### config.mk
export PLATFORM = sky130hd
export DESIGN_NAME = pipe_stage_skid
export DESIGN_NICKNAME = d
export VERILOG_FILES = /design/src/rtl/pipe_stage_skid.sv
export SDC_FILE = /design/constraint.sdc
export NUM_CORES = 1
export LEC_CHECK = 0
export CORE_UTILIZATION = 48
export CTS_BUF_LIST = sky130_fd_sc_hd__clkbuf_4 sky130_fd_sc_hd__clkbuf_8
export DETAILED_ROUTE_END_ITERATION = 16
export PLACE_DENSITY = 0.82
export SYNTH_ARGS = -nofsm -noshare
export SYNTH_HDL_FRONTEND = slang
export SYNTH_SLANG_ARGS = --single-unit
### constraint.sdc
create_clock -name clk -period 3.39 [get_ports clk]
set_input_delay 0.678 -clock clk [delete_from_list [all_inputs] [get_ports clk]]
set_output_delay 0.678 -clock clk [all_outputs]
set_load 0.005 [all_outputs]
### src/rtl/pipe_stage_skid.sv
// Two-entry skid buffer pipeline register: main entry M drives the outputs, skid entry S
// absorbs the one extra beat that arrives while in_ready is still computed from registered state.
module pipe_stage_skid #(
  parameter int DATA_W = 16,
  parameter int CTRL_W = 8,
  parameter int CNT_W  = 16
) (
  input  logic              clk,
  input  logic              rst,
  input  logic              in_valid,
  output logic              in_ready,
  input  logic [DATA_W-1:0] in_data,
  input  logic [CTRL_W-1:0] in_ctrl,
  output logic              out_valid,
  input  logic              out_ready,
  output logic [DATA_W-1:0] out_data,
  output logic [CTRL_W-1:0] out_ctrl,
  input  logic              flush,
  output logic [1:0]        occupancy,
  output logic [CNT_W-1:0]  stall_cnt,
  input  logic              stall_cnt_clr
);

  typedef enum logic [1:0] {EMPTY = 2'd0, ONE = 2'd1, FULL = 2'd2} state_t;

  state_t            state_q, state_d;
  logic [DATA_W-1:0] m_data_q, m_data_d, s_data_q, s_data_d;
  logic [CTRL_W-1:0] m_ctrl_q, m_ctrl_d, s_ctrl_q, s_ctrl_d;
  logic [CNT_W-1:0]  stall_cnt_q, stall_cnt_d;
  logic              in_fire, out_fire;

  // in_ready depends only on registered state, so out_ready never reaches upstream combinationally
  assign in_ready  = (state_q != FULL);
  assign out_valid = (state_q != EMPTY);
  assign out_data  = m_data_q;
  assign out_ctrl  = out_valid ? m_ctrl_q : '0;
  assign occupancy = state_q;
  assign stall_cnt = stall_cnt_q;
  assign in_fire   = in_valid & in_ready;
  assign out_fire  = out_valid & out_ready;

  always_comb begin
    state_d  = state_q;
    m_data_d = m_data_q;
    m_ctrl_d = m_ctrl_q;
    s_data_d = s_data_q;
    s_ctrl_d = s_ctrl_q;
    if (flush) begin
      // data is left in place; only validity and control effects are killed
      state_d  = EMPTY;
      m_ctrl_d = '0;
      s_ctrl_d = '0;
    end else begin
      case (state_q)
        EMPTY: if (in_fire) begin
          m_data_d = in_data;
          m_ctrl_d = in_ctrl;
          state_d  = ONE;
        end
        ONE: begin
          if (in_fire && out_ready) begin
            m_data_d = in_data;
            m_ctrl_d = in_ctrl;
          end else if (in_fire) begin
            s_data_d = in_data;
            s_ctrl_d = in_ctrl;
            state_d  = FULL;
          end else if (out_fire) begin
            state_d  = EMPTY;
          end
        end
        FULL: if (out_fire) begin
          m_data_d = s_data_q;
          m_ctrl_d = s_ctrl_q;
          state_d  = ONE;
        end
        default: state_d = EMPTY;
      endcase
    end
  end

  always_comb begin
    stall_cnt_d = stall_cnt_q;
    if (stall_cnt_clr)
      stall_cnt_d = '0;
    else if (out_valid && !out_ready && !(&stall_cnt_q))
      stall_cnt_d = stall_cnt_q + {{(CNT_W-1){1'b0}}, 1'b1};
  end

  always_ff @(posedge clk or negedge rst) begin
    if (!rst) begin
      state_q     <= EMPTY;
      m_data_q    <= '0;
      m_ctrl_q    <= '0;
      s_data_q    <= '0;
      s_ctrl_q    <= '0;
      stall_cnt_q <= '0;
    end else begin
      state_q     <= state_d;
      m_data_q    <= m_data_d;
      m_ctrl_q    <= m_ctrl_d;
      s_data_q    <= s_data_d;
      s_ctrl_q    <= s_ctrl_d;
      stall_cnt_q <= stall_cnt_d;
    end
  end

endmodule
---- Word-level counts from Yosys, hierarchy flattened ----
Cells that the tools add are included.
storage, ports and cells
  output and inout bits ................... 44
  memories ................................ 0
  bits in read-only memories .............. 0
  latch bits .............................. 0
  flip-flop bits (word level) ............. 66
  bits of input ports ..................... 30
  logic and storage cells ................. 63
  RAM bits ................................ 0
operators by class
  reduce and logical (&&, ||, !) cells .... 18
  div/mod/pow operators ................... 0
  equality and inequality tests ........... 12
  add/sub/neg operators ................... 1
  bitwise operators ....................... 4
  multiply operators ...................... 0
  shift-type cells ........................ 0
  magnitude comparators ................... 0
  muxes and demuxes ....................... 22
operators by type and width
  operator                                                          count
  16-bit two-way mux                                                5
  8-bit two-way mux                                                 8
  16-bit one-hot mux with 3 select lines                            1
  8-bit one-hot mux with 3 select lines                             1
  16-bit by 1-bit adder with 16-bit output (second input constant)  1
  16-bit AND reduction                                              1
  2-bit two-way mux                                                 6
  3-bit inequality test (second input constant)                     4
  4-bit AND reduction                                               3
  2-bit inequality test (second input constant)                     5
  2-bit nonzero test                                                4
  2-bit one-hot mux with 3 select lines                             1
  5-bit AND reduction                                               1
  4-bit inequality test (second input constant)                     1
  4-bit nonzero test                                                1
  1-bit logical AND                                                 3
  3-bit AND reduction                                               1
  3-bit nonzero test                                                1
  1-bit bitwise AND                                                 2
  2-bit by 1-bit == test with 1-bit output (second input constant)  1
  2-bit == test (second input constant)                             1
  1-bit zero test                                                   2
  2-bit zero test                                                   1
  1-bit inverter                                                    2

---- Depth between registers and ports, before layout ----
Gate-level depths: netlist (run 1).
  word-level depth ........................ 7
  mapped depth ............................ 6
  depth with buffers taken out ............ 5

---- Worst setup path after synthesis (run 1) ----
OpenSTA, ideal clock, no wires.
  kind .................................... in2reg
  from .................................... in out_ready
  to ...................................... reg stall_cnt_q[11], in the netlist stall_cnt[11]
  slack ................................... 1.231 ns
  library setup time ...................... 0.078 ns
  buffers on the path ..................... 2
  data arrival time ....................... 2.081 ns
  stages on the path ...................... 6
  path through ............................ clkbuf_1 o21bai_1 or4_1 buf_2 or4_1 a21oi_1
between the ends
  word-level cells in the longest chain between the ends .. 4
ends and longest elaborated chain
  element                         RTL line  source
  start, declared                 15        input logic out_ready,
  1-bit zero test                 86        else if (out_valid && !out_ready && !(&stall_cnt_q))
  1-bit logical AND (2 in a row)  86
  2-bit nonzero test (no line)    n/a
  end signal, assigned            104       stall_cnt_q <= stall_cnt_d;
  end, declared                   29        logic [CNT_W-1:0] stall_cnt_q, stall_cnt_d;
Every way passes these cells.
A chain may end at the register's enable or synchronous reset.

---- Worst setup path after layout (run 1) ----
  from .................................... reg state_q[0], in the netlist occupancy[0]
  to ...................................... out out_ctrl[7]
between the ends
  word-level cells in the longest chain between the ends .. 2
ends and longest elaborated chain
  element                 RTL line  source
  start, declared         26        state_t state_q, state_d;
  start signal, assigned  99        state_q <= state_d;
  2-bit nonzero test      34        assign out_valid = (state_q != EMPTY);
  8-bit two-way mux       36        assign out_ctrl = out_valid ? m_ctrl_q : '0;
  end, declared           17        output logic [CTRL_W-1:0] out_ctrl,
Every way passes these cells.

==> flow_summary.toml, run 1 <==
[synthesis]
synth_fp_nets = 332
yosysMostFrequentCell = "dfrtp_1"
synth_cell_types = 40
synth_seq_cells = 66
yosysTopAreaCellShare_pct = 52.34
syn_avg_cell_area_sq_um = 10.48
yosysWarnings = 0
synthFlopType = "dfrtp_1"
synth_top_cell_by_area = "dfrtp_1"
synthCells = 301
syn_area_sq_um = 3156
synthArstFlopShare_pct = 100.0
ys_top_cells_by_area = "dfrtp_1, mux2i_1, mux2_2"
synth-edff-count = 0
seq_area_frac_synth_pct = 52.34
netlist_top_cells_count = "dfrtp_1, o21ai_0, mux2i_1, nand2_1, a21oi_1"

[critical_path]
worstPathRequired_ns = 2.71
r2r-start = "occupancy[0]"
worstPathCellList = "nor2_1 > nor2b_1 > clkdlybuf4s50_1"
cp.arrival_ns = 1.96
cp-end-kind = "output pin"
worstSetupStartpoint = "occupancy[0]"
crit_slowest_cell = "nor2_1"
crit_type = "reg -> out"
worst_setup_path_start_kind = "flip-flop"
slowest_delay_ns = 0.54
cp_max_fo = 11

[cts]
holdBufCountCts = 0
cts.sinks = 66
clkLatencyLatePin_ns = 0.34
cts_tree = "built"
numCtsBuffers = 9
cts.clk_slew.worst_paths_ns = 0.07
post-cts-setup-buffer-count = 0
ctsResizeCount = 0
cts.path.max_buffers = 2
cts_root_buf = "clkbuf_8"
cts_max_level = 3

[run]
maxCapViolCount = 0

[run_status]
status = "finished, final reports clean"

[drt]
route.detailed.drc = 0
initialDrtViolationCount = 188
wl_per_cell_um = 15.56
firstDrtPassIters = 4
vias_per_cell = 5.743
ant_nets = 0
vias = 2613
wirelength_mm = 7.079

[power_and_ir_drop]
ir_drop_mv = 0.2622
leakage_nw = 1.622
total_power_mw = 2.004
power_density_nw_per_um2 = 479.7

[grt]
grt_pass1_wl_mm = 11.97
grt_pass1_vias = 2477
globalRouteOverflowTotal = 0
grt_max_degree = 67
grtUsageTotal_pct = 21.81
antenna_found_initial = 0

[sta]
finalCritPeriodShare_pct = 77.94
max-slew-margin-rel_pct = 45.70
drv_slew = 0
skew_ns = 0.006684
tightest_slew_ns = 0.8146
finalHoldViolations = 0
hold_ws_ns = 0.5078
setup_viol = 0
tns_ns = 0
clock.fmax_ghz = 0.3785
rsz0062_at_grt = "no"
min_period_ns = 2.642

[floorplan]
core_sq_um = 6350
num_rows = 29
fp.dieW_um = 83.08
die-area_sq_um = 6902
initial_utilization_pct = 49.69
ios = 74
die_h_um = 83.08

[min_path]
hold_path_class = "in -> async"

[cells_and_area]
fin_util_pct = 65.79
areaGrowthSynthToFinish_pct = 32.40
drive_gt1_share_pct = 12.17
num-nets-final = 404
antenna_cells = 0

[placed_design]
gp_congestion = 0.8438
dp.final_hpwl_mm = 4.725
portBuffers = 73
cell usage in the layout (no fill, tap or decap), types with 2 or more instances in the layout:
master,instances
nor2b_1,10
clkdlybuf4s50_1,72
inv_1,6
nor3_1,3
o31ai_1,8
dfrtp_1,66
or3_1,5
clkbuf_8,10
a211oi_1,8
o21ai_0,34
or4_1,8
a21oi_1,19
clkinv_2,2
buf_4,7
bufinv_16,2
nand4_1,3
nand2_1,22
mux2i_1,26
nand3_1,7
nor2_1,17
mux2_2,18
o21bai_1,2
routing by layer:
metal	track usage [%]	vias to the layer above	part of all wire, %
li1	-	1237	-
met1	29.45	1270	44
met2	33.83	87	49
met3	4.573	19	5.0
met4	10.19	0	2.6
met5	0	-	0
power breakdown:
part | switching (mW) | internal, mW
clock network | 0.301 | 0.440
logic | 0.127 | 0.187
registers | 0.0605 | 0.889
cell type report:
cell class	instances	area, sq um
Inverter	6	22.52
Clock buffer	11	145.1
Sequential cell	66	1652
Multi-Input combinational cell	210	1406
Clock inverter	5	77.57
Timing Repair Buffer	80	778.2
Fill cell	520	2172
Tap cell	77	96.34
registers in the layout (all words and copies together) (netlist names):
register   flops
out_data      16
s_ctrl_q       8
stall_cnt     16
occupancy      2
s_data_q      16
m_ctrl_q       8
stage by stage:
stage / area [sq um] / instances / worst slack, ns
finish: 4178 / 455 / 0.7479
global route: 4178 / 455 / 0.5991
CTS: 4178 / 455 / 0.7129
detailed placement: 3955 / 439 / 0.4906
global placement: 3955 / 439 / 0.5759
floorplan: 3156 / 301 / 1.231
final timing paths:
| check | end | slack (ns) | depth (start not counted) |
|---|---|---|---|
| max | out_ctrl[7] | 0.75 | 3 |
| min | stall_cnt[14] | 0.51 | 2 |
| max reg2reg | stall_cnt[11] | 1.17 | 4 |
| min reg2reg | s_data_q[15] | 0.51 | 1 |
| max in group asynchronous | s_data_q[0] | 2.34 | 2 |
| min in group clk | s_data_q[15] | 0.51 | 1 |
critical path: cells and delay by family, from the launching register on:
family        cells  cell delay, ns
flops             1            0.51
buf+inv           1            0.47
simple gates      2            0.64
kinds of logic (layout without fill, tap and decap cells):
family / count (synthesis) / count (layout) / share of synthesized area (%)
fa+ha+maj: 1 / 1 / 0.3964
compound gates: 80 / 80 / 15.07
flops: 66 / 66 / 52.34
mux: 44 / 44 / 14.67
simple gates: 85 / 85 / 14.20
buf+inv: 25 / 102 / 3.331
Power figures use the tool's default switching activity.
==> inputs of run 2 (changes only) <==
--- a/config.mk
+++ b/config.mk
@@ -5,10 +5,10 @@
 export SDC_FILE = /design/constraint.sdc
 export NUM_CORES = 1
 export LEC_CHECK = 0
-export CORE_UTILIZATION = 48
+export CORE_UTILIZATION = 47
 export CTS_BUF_LIST = sky130_fd_sc_hd__clkbuf_4 sky130_fd_sc_hd__clkbuf_8
 export DETAILED_ROUTE_END_ITERATION = 16
-export PLACE_DENSITY = 0.82
+export PLACE_DENSITY = 0.84
 export SYNTH_ARGS = -nofsm -noshare
 export SYNTH_HDL_FRONTEND = slang
 export SYNTH_SLANG_ARGS = --single-unit
==> constraint.sdc (replaced) <==
create_clock -name clk -period 2.2 [get_ports clk]
set_input_delay 0.44 -clock clk [delete_from_list [all_inputs] [get_ports clk]]
set_output_delay 0.44 -clock clk [all_outputs]
set_load 0.005 [all_outputs]
==> flow_summary.toml, run 2 (same netlist as run 1, synthesis figures left out) <==
[min_path]
hold_path_class = "in -> async"

[power_and_ir_drop]
ir_drop_mv = 0.5296
total_power_mw = 3.232
p_clk_share_pct = 38.7
swShare_pct = 24.33
p_int_mw = 2.446
power_switching_uw = 786.5
p_comb_share_pct = 16.1
power_frac_seq_pct = 45.2
power_density_nw_per_um2 = 743.6
leakage_nw = 1.708

[cts]
cts_tree = "built"
cts_max_level = 3
post-cts-setup-buffer-count = 0
numCtsBuffers = 9
cts.path.max_buffers = 2
cts.sinks = 66
ctsResizeCount = 2
clkLatencyLatePin_ns = 0.34
cts_root_buf = "clkbuf_8"
cts.clk_slew.worst_paths_ns = 0.08
holdBufCountCts = 0

[critical_path]
crit_slowest_cell = "dfrtp_1"
r2r_end = "stall_cnt[12]"
reg2reg_setup_slack_ns = 0.16
slowest_delay_ns = 0.52
r2r-start = "stall_cnt[1]"
crit_type = "reg -> out"
cp.arrival_ns = 1.60
ff2ff_path_depth = 5
crit_buf_inv = 1
worstPathRequired_ns = 1.76
cp-end-kind = "output pin"
crit_family = "flip-flops"
cp_max_fo = 9
worstPathCellList = "nor2_4 > nor2b_1 > clkdlybuf4s50_1"
worst_setup_path_start_kind = "flip-flop"

[placed_design]
dp.final_hpwl_mm = 5.097
portBuffers = 73
gp_congestion = 0.8438
place_ws_ns = -0.04408

[floorplan]
die_h_um = 83.94
num_rows = 29
initial_utilization_pct = 49.13
core_sq_um = 6422
ios = 74
fp.dieW_um = 83.94
die-area_sq_um = 7046

[drt]
firstDrtPassIters = 10
wl_per_cell_um = 15.99
vias_per_cell = 5.743
wirelength_mm = 7.517
ant_nets = 0
vias = 2699
initialDrtViolationCount = 212
route.detailed.drc = 6

[sta]
finalHoldViolations = 0
max-slew-margin-rel_pct = 74.35
drv_slew = 0
tightest_slew_ns = 0.3818
tns_ns = 0
finalCritPeriodShare_pct = 92.88
hold_ws_ns = 0.1035
clock.fmax_ghz = 0.4894
rsz0062_at_grt = "no"
skew_ns = 0.008294
setup_viol = 0
min_period_ns = 2.043
postLayoutSetupSlackWorst_ns = 0.1566

[grt]
grt_pass1_wl_mm = 12.92
grt_max_degree = 67
grtUsageTotal_pct = 23.32
grt_pass1_vias = 2744
antenna_found_initial = 0
globalRouteOverflowTotal = 0

[cells_and_area]
antenna_cells = 0
num-nets-final = 419
fill_cells = 470
drive_gt1_share_pct = 15.78
mostFrequentLayoutCells = "clkdlybuf4s50_1, dfrtp_1, o21ai_0"
areaGrowthSynthToFinish_pct = 37.75
layout_commonest_cell = "clkdlybuf4s50_1"

[run]
maxCapViolCount = 0

[run_status]
status = "finished, violations left"
violations = "DRC"
## run 2: changes by cell type in the layout (fill, tap and decap cells not counted)
cell,delta
clkinv_4,+2
buf_4,+13
bufinv_16,+1
clkbuf_8,-1
nor2_4,+1
nor2_1,-1
buf_12,+2
clkinv_2,-2
## run 2: stage by stage
| step | util (%) | cell area, sq um | cells |
|---|---|---|---|
| final | 67.68 | 4347 | 470 |
| after CTS | 67.68 | 4347 | 470 |
| after detailed placement | 63.72 | 4093 | 454 |
| after global routing | 67.68 | 4347 | 470 |
| after global placement | 63.72 | 4093 | 454 |
| after floorplan | - | 3156 | 301 |
## run 2: final cells by class
type / instances / area, sq um / share of cell area [%]
Multi-Input combinational cell: 210 / 1414 / 32.53
Timing Repair Buffer: 95 / 915.9 / 21.07
Clock buffer: 10 / 131.4 / 3.022
Tap cell: 77 / 96.34 / 2.216
Sequential cell: 66 / 1652 / 38.00
Inverter: 6 / 22.52 / 0.5181
Clock inverter: 6 / 115.1 / 2.648
## run 2: worst max path at each step
stage | start | endpoint | slack, ns | cells after the start
CTS | occupancy[1] | out_ctrl[4] | 0.11 | 3
detailed placement | out_ready | stall_cnt[11] | -0.04 | 5
floorplan | out_ready | stall_cnt[11] | 0.28 | 6
finish | occupancy[1] | out_ctrl[4] | 0.16 | 3
global route | stall_cnt[1] | stall_cnt[10] | 0.04 | 5
global placement | out_ready | stall_cnt[11] | 0.01 | 5
## run 2: power groups by stage
stage | Sequential [mW] | Combinational (mW) | Clock [mW]
final | 1.46 | 0.520 | 1.25
after global routing | 1.48 | 0.572 | 1.31
after CTS | 1.46 | 0.529 | 1.26
after detailed placement | 1.48 | 0.521 | 0
after global placement | 1.47 | 0.500 | 0
after floorplan | 1.46 | 0.229 | 0
## run 2: worst reg2reg max path, cell delays in order, from the launching register on
cell	delay, ns
dfrtp_1	0.43
ha_1	0.22
nand4_1	0.22
or3_1	0.50
or4_1	0.42
a21oi_1	0.17
## run 2: per-layer routing
| metal | track usage (%) | vias to the layer above | routed length, um |
|---|---|---|---|
| met4 | 9.561 | 0 | 170 |
| met3 | 6.627 | 17 | 423 |
| met5 | 0 | - | 0 |
| met2 | 38.08 | 82 | 3678 |
| met1 | 29.11 | 1325 | 3245 |
| li1 | - | 1275 | - |
